`src/rtl/plab4_net_router_input_queue_pkg.sv`:
```
// Shared ring-network message layout for the router input queue: field offsets,
// dest-width derivation and a DEST slicing macro.
`ifndef PLAB4_NET_ROUTER_INPUT_QUEUE_PKG_SV
`define PLAB4_NET_ROUTER_INPUT_QUEUE_PKG_SV

// Slices the dest field (the MSBs) out of a net message of any width.
`define PLAB4_NET_DEST(msg_, nbits_) msg_[$bits(msg_)-1 -: (nbits_)]

package plab4_net_router_input_queue_pkg;

    localparam int unsigned c_net_num_routers = 8;
    localparam int unsigned c_net_msg_nbits   = 44;

    // Dest width never collapses to zero, even for a single-router ring.
    function automatic int unsigned net_dest_nbits(input int unsigned num_routers);
        return (num_routers <= 1) ? 1 : $clog2(num_routers);
    endfunction

    localparam int unsigned c_net_dest_nbits   = net_dest_nbits(c_net_num_routers);

    localparam int unsigned c_net_dest_msb     = c_net_msg_nbits - 1;
    localparam int unsigned c_net_dest_lsb     = c_net_msg_nbits - c_net_dest_nbits;
    localparam int unsigned c_net_src_msb      = c_net_dest_lsb - 1;
    localparam int unsigned c_net_src_lsb      = c_net_dest_lsb - c_net_dest_nbits;
    localparam int unsigned c_net_opaque_msb   = c_net_src_lsb - 1;
    localparam int unsigned c_net_opaque_lsb   = 32;
    localparam int unsigned c_net_payload_msb  = 31;
    localparam int unsigned c_net_payload_lsb  = 0;

    typedef struct packed {
        logic [c_net_dest_nbits-1:0]                       dest;
        logic [c_net_dest_nbits-1:0]                       src;
        logic [c_net_opaque_msb-c_net_opaque_lsb:0]         opaque;
        logic [c_net_payload_msb-c_net_payload_lsb:0]       payload;
    } net_msg_t;

endpackage

`endif

```
`src/rtl/plab4_net_router_input_queue_ctrl.sv`:
```
// Input queue control: pointers, occupancy, handshake signals, bypass select and
// the registered free-entry count. Bypass is built with PLAB4_NET_INPUT_QUEUE_BYPASS_EN.
module plab4_net_router_input_queue_ctrl #(
    parameter int p_num_entries    = 4,
    parameter int p_num_free_nbits = 3,
    parameter int c_addr_nbits     = 2
) (
    input  logic                        clk,
    input  logic                        reset_n,
    input  logic                        i_enq_val,
    input  logic                        i_deq_rdy,
    output logic                        o_enq_rdy,
    output logic                        o_deq_val,
    output logic                        o_wr_en,
    output logic                        o_bypass_sel,
    output logic [c_addr_nbits-1:0]     o_wr_ptr,
    output logic [c_addr_nbits-1:0]     o_rd_ptr,
    output logic [p_num_free_nbits-1:0] o_num_free
);

    localparam int c_cnt_nbits = c_addr_nbits + 1;
    localparam logic [c_cnt_nbits-1:0]      c_full      = c_cnt_nbits'(p_num_entries);
    localparam logic [p_num_free_nbits-1:0] c_free_init = p_num_free_nbits'(p_num_entries);

    logic [c_addr_nbits-1:0]     r_wr_ptr;
    logic [c_addr_nbits-1:0]     r_rd_ptr;
    logic [c_cnt_nbits-1:0]      r_count;
    logic [p_num_free_nbits-1:0] r_num_free;

    logic                        w_empty;
    logic                        w_bypass;
    logic                        w_enq_fire;
    logic                        w_deq_fire;
    logic                        w_wr_en;
    logic                        w_rd_adv;
    logic [c_cnt_nbits-1:0]      w_count_next;

    assign w_empty = (r_count == '0);

`ifdef PLAB4_NET_INPUT_QUEUE_BYPASS_EN
    assign w_bypass = w_empty && i_enq_val;
`else
    assign w_bypass = 1'b0;
`endif

    // No full-pass: a full queue refuses enq even while the head is leaving.
    assign o_enq_rdy  = (r_count != c_full);
    assign o_deq_val  = !w_empty || w_bypass;
    assign w_enq_fire = i_enq_val && o_enq_rdy;
    assign w_deq_fire = o_deq_val && i_deq_rdy;

    // A bypassed message that is consumed immediately never touches storage.
    assign w_wr_en  = w_enq_fire && !(w_bypass && i_deq_rdy);
    assign w_rd_adv = w_deq_fire && !w_bypass;

    always_comb begin
        // NOTE: default first so every path assigns w_count_next; no latch is inferred.
        w_count_next = r_count;
        if (w_wr_en && !w_rd_adv)
            w_count_next = r_count + 1'b1;
        else if (!w_wr_en && w_rd_adv)
            w_count_next = r_count - 1'b1;
    end

    // NOTE: state uses non-blocking assignments so all registers update from
    // pre-edge values, independent of statement order.
    always_ff @(posedge clk or negedge reset_n) begin
        if (!reset_n) begin
            r_wr_ptr   <= '0;
            r_rd_ptr   <= '0;
            r_count    <= '0;
            r_num_free <= c_free_init;
        end else begin
            if (w_wr_en)
                r_wr_ptr <= r_wr_ptr + 1'b1;
            if (w_rd_adv)
                r_rd_ptr <= r_rd_ptr + 1'b1;
            r_count    <= w_count_next;
            r_num_free <= c_free_init - p_num_free_nbits'(w_count_next);
        end
    end

    assign o_wr_en      = w_wr_en;
    assign o_bypass_sel = w_bypass;
    assign o_wr_ptr     = r_wr_ptr;
    assign o_rd_ptr     = r_rd_ptr;
    assign o_num_free   = r_num_free;

endmodule

```
`src/rtl/plab4_net_router_input_queue.sv`:
```
// Ring-router per-port input queue: circular FIFO storage plus head/dest outputs.
// Optional same-cycle bypass when built with PLAB4_NET_INPUT_QUEUE_BYPASS_EN.
module plab4_net_router_input_queue
    import plab4_net_router_input_queue_pkg::*;
#(
    parameter  int p_msg_nbits      = c_net_msg_nbits,
    parameter  int p_num_entries    = 4,
    parameter  int p_num_routers    = c_net_num_routers,
    parameter  int p_num_free_nbits = 3,
    localparam int c_dest_nbits     = $clog2(p_num_routers),
    localparam int c_addr_nbits     = $clog2(p_num_entries)
) (
    input  logic                        clk,
    input  logic                        reset_n,
    input  logic                        enq_val,
    output logic                        enq_rdy,
    input  logic [p_msg_nbits-1:0]      enq_msg,
    output logic                        deq_val,
    input  logic                        deq_rdy,
    output logic [p_msg_nbits-1:0]      deq_msg,
    output logic [c_dest_nbits-1:0]     deq_dest,
    output logic [p_num_free_nbits-1:0] num_free
);

    logic                    w_wr_en;
    logic                    w_bypass_sel;
    logic [c_addr_nbits-1:0] w_wr_ptr;
    logic [c_addr_nbits-1:0] w_rd_ptr;

    logic [p_msg_nbits-1:0]  r_mem [p_num_entries];

    plab4_net_router_input_queue_ctrl #(
        .p_num_entries    (p_num_entries),
        .p_num_free_nbits (p_num_free_nbits),
        .c_addr_nbits     (c_addr_nbits)
    ) u_ctrl (
        .clk          (clk),
        .reset_n      (reset_n),
        .i_enq_val    (enq_val),
        .i_deq_rdy    (deq_rdy),
        .o_enq_rdy    (enq_rdy),
        .o_deq_val    (deq_val),
        .o_wr_en      (w_wr_en),
        .o_bypass_sel (w_bypass_sel),
        .o_wr_ptr     (w_wr_ptr),
        .o_rd_ptr     (w_rd_ptr),
        .o_num_free   (num_free)
    );

    // NOTE: storage has no reset; occupancy is tracked by the pointers/count,
    // so stale entries are never presented as valid.
    always_ff @(posedge clk) begin
        if (w_wr_en)
            r_mem[w_wr_ptr] <= enq_msg;
    end

    assign deq_msg  = w_bypass_sel ? enq_msg : r_mem[w_rd_ptr];
    assign deq_dest = `PLAB4_NET_DEST(deq_msg, c_dest_nbits);

endmodule
```
`config.mk`:
```
export PLATFORM = sky130hd
export DESIGN_NAME = plab4_net_router_input_queue
export DESIGN_NICKNAME = d
export VERILOG_FILES = /design/src/rtl/plab4_net_router_input_queue_pkg.sv /design/src/rtl/plab4_net_router_input_queue_ctrl.sv /design/src/rtl/plab4_net_router_input_queue.sv
export SDC_FILE = /design/constraint.sdc
export NUM_CORES = 1
export LEC_CHECK = 0
export ABC_AREA = 1
export CORE_MARGIN = 2
export CORE_UTILIZATION = 54
export DETAILED_ROUTE_END_ITERATION = 12
export PLACE_DENSITY = 0.79
export SLEW_MARGIN = 10
export SYNTH_ARGS = -nofsm -noshare
export SYNTH_HDL_FRONTEND = slang
export SYNTH_SLANG_ARGS = --single-unit
```
`constraint.sdc`:
```
create_clock -name clk -period 3.95 [get_ports clk]
set_clock_uncertainty 0.05 [all_clocks]
set_input_delay 0.395 -clock clk [delete_from_list [all_inputs] [get_ports clk]]
set_output_delay 0.395 -clock clk [all_outputs]
set_load 0.1 [all_outputs]
```
Yosys cells after proc, flatten, opt, wreduce, memory -nomap -nowiden

Memory sizes are Yosys's and may differ from the RTL's.
Cells that the tools add are included.

Add/subtract/negate cells: 5
Eq/ne operators: 1
Multiplexer cells: 4
Reductions and logical operators: 8

Operator list:

| cell                                             | number |
|---|---|
| two-way mux 3 bit                                | 2 |
| adder 2 x 1 -> 2 bit, second input constant      | 2 |
| logical AND 1 bit                                | 4 |
| adder 3 x 1 -> 3 bit, second input constant      | 1 |
| zero test 1 bit                                  | 3 |
| zero test 3 bit                                  | 1 |
| inequality test 3 bit, second input constant     | 1 |
| subtractor 3 x 1 -> 3 bit, second input constant | 1 |
| subtractor 3 bit, first input constant           | 1 |
| two-way mux 1 bit                                | 2 |

Register bits: 10
Bits in writable memories: 176
Input port bits: 48
Output and inout port bits: 52
Word-level logic and storage cells: 23
Memories kept: 1

Memories:

| memory | words | bits a word | read ports | clocked after memory_dff | write ports | line                               | RTL |
|---|---|---|---|---|---|---|---|
| r_mem  | 4     | 44          | 1          | 0                        | 1           | plab4_net_router_input_queue.sv:30 | `logic [p_msg_nbits-1:0] r_mem [p_num_entries];` |

Longest topological paths before layout

Depth in word-level cells: 7
Gate-level depth with buffers: 14
Mapped depth without buffers: 14

Hierarchy

A second synthesis with hierarchy kept.

Cell total of the unflattened synthesis: 908
Area, all modules: 8,588.2 sq um

Modules (own cells, without submodules):

| module                            | times used | cells an instance | area each (sq um) | sequential area each (sq um) |
|---|---|---|---|---|
| plab4_net_router_input_queue      | 1          | 842               | 7,975.1           | 5,285.1 |
| plab4_net_router_input_queue_ctrl | 1          | 66                | 613.1             | 226.5 |

Worst setup path before layout

Ideal clock, no wire load.

Path type: flip-flop to flip-flop
Start: register, netlist name u_ctrl.o_num_free[0]
End: memory r_mem[0][0] (netlist name), enable pin
Setup time: 0.446 ns
Arrival: 3.198 ns
Data required time: 3.454 ns
Slack: 0.257 ns
Stages on the path, launching flop included: 6
Path buffers: 0
Period minus slack after synthesis: 3.693 ns
Cells stage by stage: dfrtp_1 -> inv_1 -> ha_1 -> nand2_2 -> nand2_4 -> nor2_1

RTL lines:

| item          | line |
|---|---|
| end, declared | plab4_net_router_input_queue.sv:30 |

==> reports/qor.yml <==
status: "finished clean"
critPathCaptureType: "output pin"
cpPeakStageDelay_ns: 1.15
num_rows: 41
wl_um: 14800
synth_cell_types: 21
finalNetCount: 659
synth.avg_cell_area_sq_um: 14.1
slowest_stage: "clkdlybuf4s50_1"
areaGrowthSynthToFinish_pct: 31.9
use_met2_pct: 36.7
setup_viol: 0
grt_max_degree: 90
clk_pin_slew_ns: 0.06
tightest_slew_ns: 0.971
arrival_ns: 2.50
grt.met1_usage_pct: 27.5
final_antenna_net_count: 0
async_reset_ff_share_pct: 4.86
finalCritPeriodShare_pct: 74.5
required_ns: 3.50
die_h_um: 119
num_antenna_cells: 0
pin_count: 100
initial_core_util_pct: 55.8
yosys_register_bits: 185
ff2ff_path_depth: 6
crit_chain: "inv_1, ha_1, nand2_2, clkdlybuf4s50_1"
via_per_inst: 5.67
path_class: "reg -> out"
port_buffers: 99
setup_tns_ns: 0
vias: 4458
final_cell_mix: "176 x edfxtp_1, 91 x nor2_1, 89 x o21ai_0"
die_area_sq_mm: 0.0141
grt.total_usage_pct: 22.0
hpwl_um: 8730
critPathTopFamily: "buffers and inverters"
layout-drive-gt1-share_pct: 16.6
cts_tree: "yes"
dr.pass1.iters: 5
max_slew_margin_pct: 35.1
startpoint_type: "register"
cp.buffers_inverters: 2
grt_antenna_before_repair: 0
grt_pass1_vias: 4511
synthCells: 507
final_common_cell: "edfxtp_1"
hold_viol: 0
synth_edf_count: 176
syn_area_sq_mm: 0.00713
rsz0062_at_grt: "no"
cts_root_buf: "clkbuf_16"
fmax_mhz: 340
grt_pass1_wl_um: 23400
wire_per_inst_um: 18.8
drv_slew: 0
min_path_type: "in -> async"
clock_sinks: 185
cap_violations: 0
busiest_layer: "met2"
drc: 0
die_width_um: 119
post_cts_buffers: 0
ys.flop_type: "edfxtp_1"
use_met3_pct: 6.27
place.gp.congestion: 0.738
min_period_ns: 2.94
cts_resized: 0
r2r-start: "u_ctrl.o_num_free[0]$_DFF_PN0_"
syn_nets: 563
cp.depth: 4
htree_num_levels: 4
clk_latency_ns: 0.42
cts_buffers: 17
cts_max_path_buffers: 2
gr-total-overflow: 0
critPathLaunch: "u_ctrl.o_num_free[0]$_DFF_PN0_"
core_sq_mm: 0.0128
yosysWarnings: 0
seq_area_frac_synth_pct: 77.3
drtIter0Drc: 489
cts-hold-fix-buffers: 0
cp_max_fo: 4
==> worst paths after layout <==
path | slack, ns | to
worst max register to register | 1.66 | r_mem[1][18]$_DFFE_PP_
max in group asynchronous | 3.29 | u_ctrl.o_num_free[2]$_DFF_PN1_
min in group clk | 0.54 | u_ctrl.o_num_free[0]$_DFF_PN0_
worst max-delay path | 1.01 | deq_val
worst min-delay path | 0.23 | u_ctrl.r_count[2]$_DFF_PN0_
worst min register to register | 0.54 | u_ctrl.o_num_free[0]$_DFF_PN0_
==> layout make-up <==
| type | count | area [sq um] |
|---|---|---|
| multi-input cells | 270 | 1430 |
| flip-flops and latches | 185 | 5510 |
| well taps | 172 | 215 |
| repair buffers | 109 | 1590 |
| clock buffers | 18 | 429 |
| inverters | 20 | 75.1 |
| clock inverters | 12 | 158 |
| fillers | 745 | 3370 |
==> cell families (layout without fill, tap and decap cells) <==
logic type               Yosys count  count (layout)  share of synthesized area (%)
adder cells (fa/ha/maj)            8               8                           1.40
buffers and inverters             52             159                           3.09
XOR/XNOR                           4               4                          0.597
AO/OA/AOI/OAI                    135             135                           10.3
flip-flops                       185             185                           77.3
AND/OR/NAND/NOR                  123             123                           7.30
==> synthesized netlist by cell type (3+ instances only) <==
master    instances  area (sq um)
inv_2             4          15.0
xor2_1            3          26.3
nand2_4           4          45.0
buf_2             5          25.0
inv_1            15          56.3
buf_4             5          37.5
o21ai_0          89           445
dfrtp_1           8           200
ha_1              8           100
edfxtp_1        176          5290
nor2_1           95           357
clkbuf_1         22          82.6
nand3_1           8          40.0
nand2_1          13          48.8
o22ai_1          44           275
==> metal layers <==
layer | routed length [um] | up-vias | part of all wire (%)
li1 | - | 2050 | -
met1 | 5910 | 2187 | 40
met2 | 7650 | 204 | 52
met3 | 1040 | 17 | 7.0
met4 | 187 | 0 | 1.3
met5 | 0 | - | 0
==> flip-flops by register name (all words and copies together), names as in the netlist <==
| register | cells |
|---|---|
| u_ctrl.o_num_free | 3 |
| u_ctrl.o_rd_ptr | 2 |
| u_ctrl.r_count | 2 |
| r_mem | 176 |
| u_ctrl.o_wr_ptr | 2 |
==> per-stage QoR <==
stage	hold slack, ns	utilization, %	area [sq um]	cells	setup slack [ns]
after floorplan	0.0494	-	7130	507	0.257
after global placement	0.508	69.1	8820	756	1.50
after detailed placement	0.549	69.1	8820	756	1.43
after CTS	0.228	73.7	9410	786	0.973
after global routing	0.246	73.7	9410	786	0.870
final	0.228	73.7	9410	786	1.01
==> worst reg2reg max path: stages (launching register included) <==
cell     delay [ns]
dfrtp_1        0.44
inv_1          0.11
ha_1           0.24
nand2_2        0.10
nand2_4        0.14
nor2_4         0.52
buf_4          0.38
Power is not shown: default switching activity piles up to over one toggle a cycle in this logic, so the estimate is an artifact.
